[src/rtl/fp_adder_arbiter_pkg.sv]
// Shared types for the FP32 adder arbiter: FSM state encoding.
package fp_adder_arbiter_pkg;

  typedef enum logic [1:0] {
    ST_IDLE = 2'd0,
    ST_LOAD = 2'd1,
    ST_WAIT = 2'd2,
    ST_RESP = 2'd3
  } arb_state_e;

endpackage

[src/rtl/fp_adder_arbiter_picker.sv]
// Combinational winner selection for the adder arbiter.
// FP_ARB_ROUND_ROBIN_EN selects round-robin from rr_ptr+1; otherwise lowest index wins.
module fp_arb_picker #(
  parameter int N_REQ = 4,
  parameter int ID_W  = 2
) (
  input  logic [N_REQ-1:0] req,
`ifdef FP_ARB_ROUND_ROBIN_EN
  input  logic [ID_W-1:0]  rr_ptr,
`endif
  output logic [ID_W-1:0]  winner,
  output logic             any_req
);

  always_comb begin
`ifdef FP_ARB_ROUND_ROBIN_EN
    logic [31:0] idx;
    logic        found;
`endif
    winner  = '0;
    any_req = |req;
`ifdef FP_ARB_ROUND_ROBIN_EN
    idx   = '0;
    found = 1'b0;
    // Walk the requesters in rotated order, first hit after the last owner wins.
    for (int unsigned i = 0; i < N_REQ; i++) begin
      idx = (32'(rr_ptr) + 32'd1 + i) % 32'(N_REQ);
      if (!found && req[idx[ID_W-1:0]]) begin
        winner = idx[ID_W-1:0];
        found  = 1'b1;
      end
    end
`else
    for (int i = N_REQ - 1; i >= 0; i--) begin
      if (req[i]) winner = ID_W'(i);
    end
`endif
  end

endmodule

[src/rtl/fp_adder_arbiter.sv]
// Shares one FP32 adder among N_REQ requesters; all outputs registered.
// Optional round-robin arbitration via FP_ARB_ROUND_ROBIN_EN (default: fixed priority).
module fp_adder_arbiter
  import fp_adder_arbiter_pkg::*;
#(
  parameter int N_REQ = 4,
  parameter int ID_W  = 2,
  parameter int DW    = 32
) (
  input  logic              clk,
  input  logic              reset,
  input  logic [N_REQ-1:0]  req,
  input  logic [N_REQ*DW-1:0] req_a,
  input  logic [N_REQ*DW-1:0] req_b,
  output logic [N_REQ-1:0]  rsp_valid,
  input  logic [N_REQ-1:0]  rsp_ready,
  output logic [DW-1:0]     rsp_data,
  output logic              busy,
  output logic [ID_W-1:0]   gnt_id,
  output logic              add_load,
  output logic [DW-1:0]     add_num1,
  output logic [DW-1:0]     add_num2,
  input  logic [DW-1:0]     add_result,
  input  logic              add_result_ready,
  output logic              add_result_ack
);

  arb_state_e        state_q, state_d;
  logic [ID_W-1:0]   gnt_id_q, gnt_id_d;
  logic [DW-1:0]     num1_q, num1_d;
  logic [DW-1:0]     num2_q, num2_d;
  logic [DW-1:0]     rsp_data_q, rsp_data_d;
  logic [N_REQ-1:0]  rsp_valid_q, rsp_valid_d;
  logic              add_load_q, add_load_d;
  logic              ack_q, ack_d;
  logic              busy_q, busy_d;
  logic [ID_W-1:0]   winner;
  logic              any_req;
  logic [DW-1:0]     sel_a, sel_b;
`ifdef FP_ARB_ROUND_ROBIN_EN
  logic [ID_W-1:0]   rr_ptr_q, rr_ptr_d;
`endif

  fp_arb_picker #(
    .N_REQ (N_REQ),
    .ID_W  (ID_W)
  ) u_picker (
    .req     (req),
`ifdef FP_ARB_ROUND_ROBIN_EN
    .rr_ptr  (rr_ptr_q),
`endif
    .winner  (winner),
    .any_req (any_req)
  );

  always_comb begin
    sel_a = '0;
    sel_b = '0;
    for (int unsigned j = 0; j < N_REQ; j++) begin
      if (winner == ID_W'(j)) begin
        sel_a = req_a[j*DW +: DW];
        sel_b = req_b[j*DW +: DW];
      end
    end
  end

  always_comb begin
    state_d     = state_q;
    gnt_id_d    = gnt_id_q;
    num1_d      = num1_q;
    num2_d      = num2_q;
    rsp_data_d  = rsp_data_q;
    rsp_valid_d = rsp_valid_q;
    add_load_d  = 1'b0;
    ack_d       = 1'b0;
`ifdef FP_ARB_ROUND_ROBIN_EN
    rr_ptr_d    = rr_ptr_q;
`endif
    unique case (state_q)
      ST_IDLE: begin
        if (any_req) begin
          num1_d     = sel_a;
          num2_d     = sel_b;
          gnt_id_d   = winner;
          add_load_d = 1'b1;
          state_d    = ST_LOAD;
`ifdef FP_ARB_ROUND_ROBIN_EN
          rr_ptr_d   = winner;
`endif
        end
      end
      ST_LOAD: state_d = ST_WAIT;
      ST_WAIT: begin
        if (add_result_ready) begin
          rsp_data_d  = add_result;
          ack_d       = 1'b1;
          rsp_valid_d = N_REQ'(1) << gnt_id_q;
          state_d     = ST_RESP;
        end
      end
      ST_RESP: begin
        if (rsp_ready[gnt_id_q]) begin
          rsp_valid_d = '0;
          state_d     = ST_IDLE;
        end
      end
      default: state_d = ST_IDLE;
    endcase
    // Registered from next state so busy lines up with the state it reports.
    busy_d = (state_d != ST_IDLE);
  end

  always_ff @(posedge clk) begin
    if (!reset) begin
      state_q     <= ST_IDLE;
      gnt_id_q    <= '0;
      num1_q      <= '0;
      num2_q      <= '0;
      rsp_data_q  <= '0;
      rsp_valid_q <= '0;
      add_load_q  <= 1'b0;
      ack_q       <= 1'b0;
      busy_q      <= 1'b0;
`ifdef FP_ARB_ROUND_ROBIN_EN
      rr_ptr_q    <= ID_W'(N_REQ - 1);
`endif
    end else begin
      state_q     <= state_d;
      gnt_id_q    <= gnt_id_d;
      num1_q      <= num1_d;
      num2_q      <= num2_d;
      rsp_data_q  <= rsp_data_d;
      rsp_valid_q <= rsp_valid_d;
      add_load_q  <= add_load_d;
      ack_q       <= ack_d;
      busy_q      <= busy_d;
`ifdef FP_ARB_ROUND_ROBIN_EN
      rr_ptr_q    <= rr_ptr_d;
`endif
    end
  end

  assign rsp_valid      = rsp_valid_q;
  assign rsp_data       = rsp_data_q;
  assign busy           = busy_q;
  assign gnt_id         = gnt_id_q;
  assign add_load       = add_load_q;
  assign add_num1       = num1_q;
  assign add_num2       = num2_q;
  assign add_result_ack = ack_q;

endmodule

[config.mk]
export PLATFORM = sky130hd
export DESIGN_NAME = fp_adder_arbiter
export DESIGN_NICKNAME = d
export VERILOG_FILES = /design/src/rtl/fp_adder_arbiter_pkg.sv /design/src/rtl/fp_adder_arbiter_picker.sv /design/src/rtl/fp_adder_arbiter.sv
export SDC_FILE = /design/constraint.sdc
export NUM_CORES = 1
export LEC_CHECK = 0
export BUFFER_PORTS_ARGS = -buffer_cell sky130_fd_sc_hd__buf_2
export CAP_MARGIN = 20
export CORE_AREA = 4 4 153 155
export DETAILED_ROUTE_END_ITERATION = 16
export DIE_AREA = 0 0 157 159
export PLACE_DENSITY_LB_ADDON = 0.2
export SYNTH_ARGS = -nofsm -noshare
export SYNTH_HDL_FRONTEND = slang
export SYNTH_SLANG_ARGS = --single-unit
export TNS_END_PERCENT = 5
[constraint.sdc]
create_clock -name clk -period 2.1 [get_ports clk]
set_input_delay 0.63 -clock clk [delete_from_list [all_inputs] [get_ports clk]]
set_output_delay 0.63 -clock clk [all_outputs]
set_load 0.02 [all_outputs]
# [Word level (Yosys, flattened, before mapping)]
# Cells that the tools add are included.
[totals] register_bits=107 inputBits=299 wordCells=52
[op_classes] magnitude_cmp=1 n_eq_ne=8 shift=1 muxes=23 reduce_logical=10
[ops] operator="two-way mux 32 bit" count=8
[ops] operator="two-way mux 2 bit" count=7
[ops] operator="equality test 2 bit (second input constant)" count=4
[ops] operator="two-way mux 4 bit" count=2
[ops] operator="case mux 2 bit (4 select lines)" count=1
[ops] operator="case mux 4 bit (2 select lines)" count=1
[ops] operator="AND reduction 2 bit" count=4
[ops] operator="equality test 2 x 1 -> 1 bit (second input constant)" count=2
[ops] operator="logical NOT 2 bit" count=2
[ops] operator="!= test 2 bit (second input constant)" count=2
[ops] operator="nonzero test 2 bit" count=2
[ops] operator="OR reduction 4 bit" count=1
[ops] operator="<< shifter 1 x 2 -> 4 bit (first input constant)" count=1
[ops] operator="< comparator 2 x 3 -> 1 bit (second input constant)" count=1
[ops] operator="two-way mux 1 bit" count=3
[ops] operator="AND reduction 3 bit" count=1
[ops] operator="binary-select mux 1 bit (select 2 bit)" count=1

# [Depth between registers and ports, before layout]
# Gate-level depths: netlist of the first run.
[logic_depth] word_depth=9 ltp_mapped=7

# [By module]
# From an unflattened synthesis of the first run, not the netlist that was laid out.
[hier_totals] cells_unflattened=415 hier_area_um2=5173.7
[modules_own_cells] module="fp_adder_arbiter" instances=1 cells_per_inst=408 area_each_um2=5138.7 seq_area_each_um2=2142.1
[modules_own_cells] module="fp_arb_picker" instances=1 cells_per_inst=7 area_each_um2=35.0 seq_area_each_um2=0.0

# [Worst setup path after synthesis of the first run]
# OpenSTA, ideal clock, no wires.
[synth_path] kind="input-to-reg" startpoint="input req[2]" endpoint="register num2_q[5], in the netlist add_num2[5]" setup_time_ns=0.134 arrival_ns=1.839 setup_slack_ns=0.126 path_stages=6 path_cell_list="buf_4 -> nor4b_4 -> clkbuf_1 -> or2b_1 -> mux2i_1 -> a211oi_1"
[synth_via] elab_chain_cells=8 elab_cells_between_ends=13 classes_between="3 x eq/ne; 7 x mux; 3 x reduce/logical"
[synth_lines] element="start: declaration" line_no="fp_adder_arbiter.sv:12" rtl="input logic [N_REQ-1:0] req,"
[synth_lines] element="two-way mux 2 bit (3 in series)" line_no="fp_adder_arbiter_picker.sv:35" rtl="if (req[i]) winner = ID_W'(i);"
[synth_lines] element="logical NOT 2 bit" line_no="fp_adder_arbiter.sv:60" rtl="if (winner == ID_W'(j)) begin"
[synth_lines] element="two-way mux 32 bit (4 in series)" line_no="fp_adder_arbiter.sv:60"
[synth_lines] element="end signal: assignment" line_no="fp_adder_arbiter.sv:131" rtl="num2_q <= num2_d;"
[synth_lines] element="end: declaration" line_no="fp_adder_arbiter.sv:31" rtl="logic [DW-1:0] num2_q, num2_d;"
# Several ways; a longest one is shown, not always the timed one.
# A chain may end at the register's enable or synchronous reset.

# [Final worst setup path of the first run]
[layout_path] startpoint="register gnt_id_q[0], in the netlist gnt_id[0]" endpoint="register rsp_valid_q[2], in the netlist rsp_valid[2]"
[layout_via] elab_chain_cells=4 elab_cells_between_ends=7 classes_between="1 x eq/ne; 1 x shift; 4 x mux; 1 x reduce/logical"
[layout_lines] element="start: declaration" line_no="fp_adder_arbiter.sv:29" rtl="logic [ID_W-1:0] gnt_id_q, gnt_id_d;"
[layout_lines] element="start signal: assignment" line_no="fp_adder_arbiter.sv:129" rtl="gnt_id_q <= gnt_id_d;"
[layout_lines] element="binary-select mux 1 bit (select 2 bit)" line_no="fp_adder_arbiter.sv:102" rtl="if (rsp_ready[gnt_id_q]) begin"
[layout_lines] element="two-way mux 1 bit (implied by the code)" line_no="fp_adder_arbiter.sv:102"
[layout_lines] element="!= test 2 bit (no line)"
[layout_lines] element="AND reduction 3 bit (no line)"
[layout_lines] element="end signal: assignment" line_no="fp_adder_arbiter.sv:133" rtl="rsp_valid_q <= rsp_valid_d;"
[layout_lines] element="end: declaration" line_no="fp_adder_arbiter.sv:33" rtl="logic [N_REQ-1:0] rsp_valid_q, rsp_valid_d;"
# Several ways; a longest one is shown, not always the timed one. The select of a mux whose other input is x is not followed.

==> results.sh, run 1 <==
export IMPL_grt_overflow=0
export IMPL_hold_path_end="rsp_data[5]"
export IMPL_p_sw_mw=2.59
export IMPL_drive_gt1_share_pct=43.3
export IMPL_drtPass1Iterations=5
export IMPL_hpwl_um=19400
export IMPL_cts_made_buffers=9
export IMPL_synth_edff_count=0
export IMPL_status="finished clean"
export IMPL_cp_arrival_ns=2.09
export IMPL_r2r_end="rsp_valid[2]"
export IMPL_die_y_um=159
export IMPL_synth_area_per_cell_um2=7.95
export IMPL_grt_start_max_net_pins=47
export IMPL_synth_seq_cells=107
export IMPL_switching_share_pct=37.5
export IMPL_internal_power_mw=4.32
export IMPL_postCtsSetupBuffers=0
export IMPL_cts_tree="done"
export IMPL_power_frac_comb_pct=37.7
export IMPL_cp_max_fo=5
export IMPL_clk_pin_slew_ns=0.09
export IMPL_drv_slew=0
export IMPL_powerDensity_nw_per_um2=819
export IMPL_ys_seq_area_share_pct=38.4
export IMPL_synth_warnings=0
export IMPL_nets=1389
export IMPL_start_kind="flip-flop"
export IMPL_synthesis_nets=1000
export IMPL_hold_start="rsp_data[5]"
export IMPL_fin_area_um2=8440
export IMPL_yosysTopAreaCell="dfxtp_1"
export IMPL_end_kind="flip-flop"
export IMPL_ctsHoldBuffers=0
export IMPL_worstRegToRegCells=4
export IMPL_cap_violations=0
export IMPL_seqPwrFrac_pct=36.2
export IMPL_vias=6709
export IMPL_routed_wl_um=24700
export IMPL_antenna_found_initial=3
export IMPL_grtUsageTotal_pct=18.7
export IMPL_gp_congestion=0.836
export IMPL_clkSinkCount=107
export IMPL_most_common_layout_cells="buf_2, a21oi_1, dfxtp_1, nand2_1, inv_1"
export IMPL_ctsResizeCount=0
export IMPL_cts_buffer_depth=2
export IMPL_fmax_mhz=559
export IMPL_setup_ws_ns=0.311
export IMPL_syn_to_final_growth_pct=51.6
export IMPL_clock_latency_ns=0.35
export IMPL_hp_class="reg2reg"
export IMPL_worstPathRequired_ns=2.40
export IMPL_synth_cells=701
export IMPL_hold_ws_ns=0.453
export IMPL_dp_slack_ns=-0.0463
export IMPL_setup_violations=0
export IMPL_core_area_um2=21800
export IMPL_viasPerCell=4.87
export IMPL_clock_skew_ns=0.0105
export IMPL_r2r_slack_ns=0.31
export IMPL_grt_setup_unrepaired="false"
export IMPL_yosysTopAreaCellShare_pct=38.4
export IMPL_root_buffer="clkbuf_16"
export IMPL_drt_iter0_markers=291
export IMPL_initial_core_util_pct=25.5
export IMPL_die_w_um=157
export IMPL_h_tree_depth=3
export IMPL_path_class="reg2reg"
export IMPL_drtAntennaViolNets=0
export IMPL_dieArea_um2=25000
export IMPL_hold_depth=2
export IMPL_dpl_cell_area_um2=8120
export IMPL_ys_async_sr_fraction_pct=0
export IMPL_ys_types=36
export IMPL_num_io_pins=404
export IMPL_worstMarginPinSlew_ns=0.429
export IMPL_synth_ff_type="dfxtp_1"
export IMPL_min_period_ns=1.79
export IMPL_slew_headroom_pct=71.4
export IMPL_grt_first_pass_wirelength_um=37200
export IMPL_final_common_cell="buf_2"
export IMPL_synth_area_leaders="dfxtp_1, a21oi_1, mux2i_1"
export IMPL_portBuffers=403
export IMPL_min_period_over_period_pct=85.2
export IMPL_fillers=2385
export IMPL_finalHoldViolations=0
export IMPL_synth_area_um2=5570
export IMPL_clockPowerShare_pct=26.1
export IMPL_drc=0
export IMPL_grt_pass1_vias=6643
export IMPL_p_leak_nw=4.11
export IMPL_ir_drop_v=0.000413
export IMPL_regToRegStartpoint="gnt_id[0]"
export IMPL_wl_per_cell_um=18.0
export IMPL_rows=54
worst max path at each step:
stage,startpoint,to,cells past startpoint
2_1_floorplan,req[2],add_num2[5],6
3_3_place_gp,req[1],add_num1[30],8
3_5_place_dp,req[1],add_num1[30],8
4_1_cts,req[1],add_num1[8],8
5_1_grt,gnt_id[0],rsp_valid[0],4
6_report,gnt_id[0],rsp_valid[2],4
state kept, by name (all words and copies together), names as in the netlist:
register and cells:
add_load 1, add_num1 32, add_num2 32, add_result_ack 1
busy 1, gnt_id 2, rsp_data 32, rsp_valid 4
state_q 2
stage by stage:
stage	utilization (%)	instances	setup TNS, ns	power, mW
after floorplan	-	701	0	4.07
after global placement	37.2	1359	0	5.16
after detailed placement	37.2	1359	-0.184	5.18
after CTS	38.7	1375	0	7.03
after global routing	38.7	1377	0	7.34
final	38.7	1378	0	6.91
layout make-up:
class                      count  area (um2)  area share [%]
multi-input combinational    487        2990            35.4
timing repair buffer         448        2500            29.7
sequential                   107        2140            25.4
tap                          280         350            4.15
clock buffer                   9         225            2.67
inverter                      37         139            1.64
clock inverter                 7        88.8            1.05
antenna                        3        7.51          0.0889
critical path, cell delays in order, from the launching register on:
cell and delay [ns]:
dfxtp_1 0.48, mux4_2 0.60, nand2b_1 0.17, a21oi_1 0.32
a22o_1 0.18
cell usage after synthesis (2+ instances only):
library cell / n
a22o_1: 2
buf_1: 3
dfxtp_1: 107
inv_1: 36
buf_4: 4
clkbuf_1: 46
buf_6: 3
buf_2: 14
o21ai_0: 32
o22ai_1: 34
nand2_1: 67
nor2_1: 6
o2bb2ai_1: 2
nand3_1: 2
mux2i_1: 34
nor2b_1: 2
a2bb2oi_1: 30
a211oi_1: 34
a22oi_1: 30
nand2b_1: 30
or2b_1: 5
a21oi_1: 164
logic make-up after synthesis:
kind of cell,Yosys count,synth area share [%]
AOI/OAI and AO/OA,332,36.2
buffers and inverters,107,8.20
DFF,107,38.4
muxes,35,6.51
and+or+nand+nor,120,10.6
metal layers:
metal	routed length, um	track usage, %	vias to the layer above
li1	-	-	3311
met1	10200	23.2	3110
met2	12200	32.0	264
met3	1980	4.70	24
met4	408	5.21	0
met5	0	0	-
power by group through the flow:
stage               Sequential, mW  Clock [mW]  Combinational (mW)
finish                        2.51        1.80                2.60
global route                  2.54        1.95                2.85
CTS                           2.51        1.88                2.64
detailed placement            2.55           0                2.63
global placement              2.55           0                2.62
floorplan                     2.91           0                1.16
Note: power is estimated with default switching activity, not from simulation.
==> run 2, diff against run 1 <==
==> constraint.sdc (replaced) <==
create_clock -name clk -period 2.1 [get_ports clk]
set_input_delay 0.42 -clock clk [delete_from_list [all_inputs] [get_ports clk]]
set_output_delay 0.42 -clock clk [all_outputs]
set_load 0.02 [all_outputs]
==> results.sh, run 2 (synthesis gave the netlist of run 1 again) <==
export IMPL_status="finished clean"
export IMPL_grt_start_max_net_pins=66
export IMPL_ir_drop_v=0.000491
export IMPL_diodes=0
export IMPL_worstPathRequired_ns=2.41
export IMPL_fillers=2397
export IMPL_postCtsSetupBuffers=0
export IMPL_dpl_cell_area_um2=7960
export IMPL_gp_congestion=0.817
export IMPL_fmax_mhz=565
export IMPL_cts_buffer_depth=2
export IMPL_most_common_layout_cells="buf_2, a21oi_1, dfxtp_1, nand2_1, inv_1"
export IMPL_drc=0
export IMPL_wl_per_cell_um=18.3
export IMPL_drv_slew=0
export IMPL_clock_latency_ns=0.36
export IMPL_fin_area_um2=8280
export IMPL_drt_iter0_markers=345
export IMPL_num_io_pins=404
export IMPL_clock_skew_ns=0.0106
export IMPL_powerDensity_nw_per_um2=825
export IMPL_final_cells=1357
export IMPL_end_kind="flip-flop"
export IMPL_antenna_found_initial=2
export IMPL_dp_cells=1341
export IMPL_die_y_um=159
export IMPL_cap_violations=0
export IMPL_p_leak_nw=4.01
export IMPL_finalHoldViolations=0
export IMPL_grtUsageTotal_pct=18.6
export IMPL_setup_violations=0
export IMPL_nets=1371
export IMPL_grt_first_pass_wirelength_um=37200
export IMPL_root_buffer="clkbuf_16"
export IMPL_setup_ws_ns=0.329
export IMPL_initial_core_util_pct=25.5
export IMPL_cts_tree="done"
export IMPL_cp_max_fo=5
export IMPL_dp_slack_ns=0.189
export IMPL_grt_overflow=0
export IMPL_path_class="reg2reg"
export IMPL_tns_ns=0
export IMPL_viasPerCell=4.90
export IMPL_min_period_ns=1.77
export IMPL_fin_util_pct=37.9
export IMPL_clkSinkCount=107
export IMPL_hpwl_um=18700
export IMPL_total_power_mw=6.83
export IMPL_hp_class="in2reg"
export IMPL_final_common_cell="buf_2"
export IMPL_syn_to_final_growth_pct=48.6
export IMPL_routed_wl_um=24800
export IMPL_ctsHoldBuffers=0
export IMPL_min_period_over_period_pct=84.3
export IMPL_drtAntennaViolNets=0
export IMPL_drtPass1Iterations=4
export IMPL_die_w_um=157
export IMPL_cp_arrival_ns=2.09
export IMPL_drive_gt1_share_pct=42.3
export IMPL_vias=6648
export IMPL_grt_pass1_vias=6588
export IMPL_clk_pin_slew_ns=0.09
export IMPL_worstMarginPinSlew_ns=0.522
export IMPL_ctsResizeCount=0
export IMPL_h_tree_depth=3
export IMPL_portBuffers=403
export IMPL_rows=54
export IMPL_core_area_um2=21800
export IMPL_grt_setup_unrepaired="false"
export IMPL_slew_headroom_pct=65.2
export IMPL_dieArea_um2=25000
export IMPL_hold_ws_ns=0.284
export IMPL_cts_made_buffers=9
export IMPL_start_kind="flip-flop"
## run 2: worst max-delay path, stage by stage (launching register included)
cell and delay [ns]:
dfxtp_1 0.47, mux4_2 0.59, nand2b_1 0.16, a21oi_1 0.32, a22o_1 0.18
## run 2: routing by layer
layer / GRT usage, % / part of all wire [%]
met5: 0 / 0.077
met4: 4.93 / 1.6
met3: 4.73 / 8.1
met2: 32.7 / 50
met1: 22.4 / 40
## run 2: path summary, 6_finish.rpt
check	startpoint	end	slack (ns)	cells past startpoint
min	add_result[15]	rsp_data[15]	0.28	3
max reg2reg	gnt_id[0]	rsp_valid[2]	0.33	4
min reg2reg	rsp_data[5]	rsp_data[5]	0.45	2
max	gnt_id[0]	rsp_valid[2]	0.33	4
## run 2: area by class of cell
class,instances,area (um2),share of cell area (%)
clock buffers,9,225,2.72
flip-flops and latches,107,2140,25.9
well taps,280,350,4.23
repair buffers,430,2340,28.3
inverters,37,139,1.68
multi-input cells,487,2990,36.1
clock inverters,7,93.8,1.13
## run 2: where the power goes
part	internal (mW)	total, mW	switching, mW	leakage (nW)
Combinational	1.03	2.51	1.48	2.98
Sequential	2.34	2.50	0.162	0.882
Clock	0.869	1.82	0.952	0.154
Total	4.24	6.83	2.59	4.01
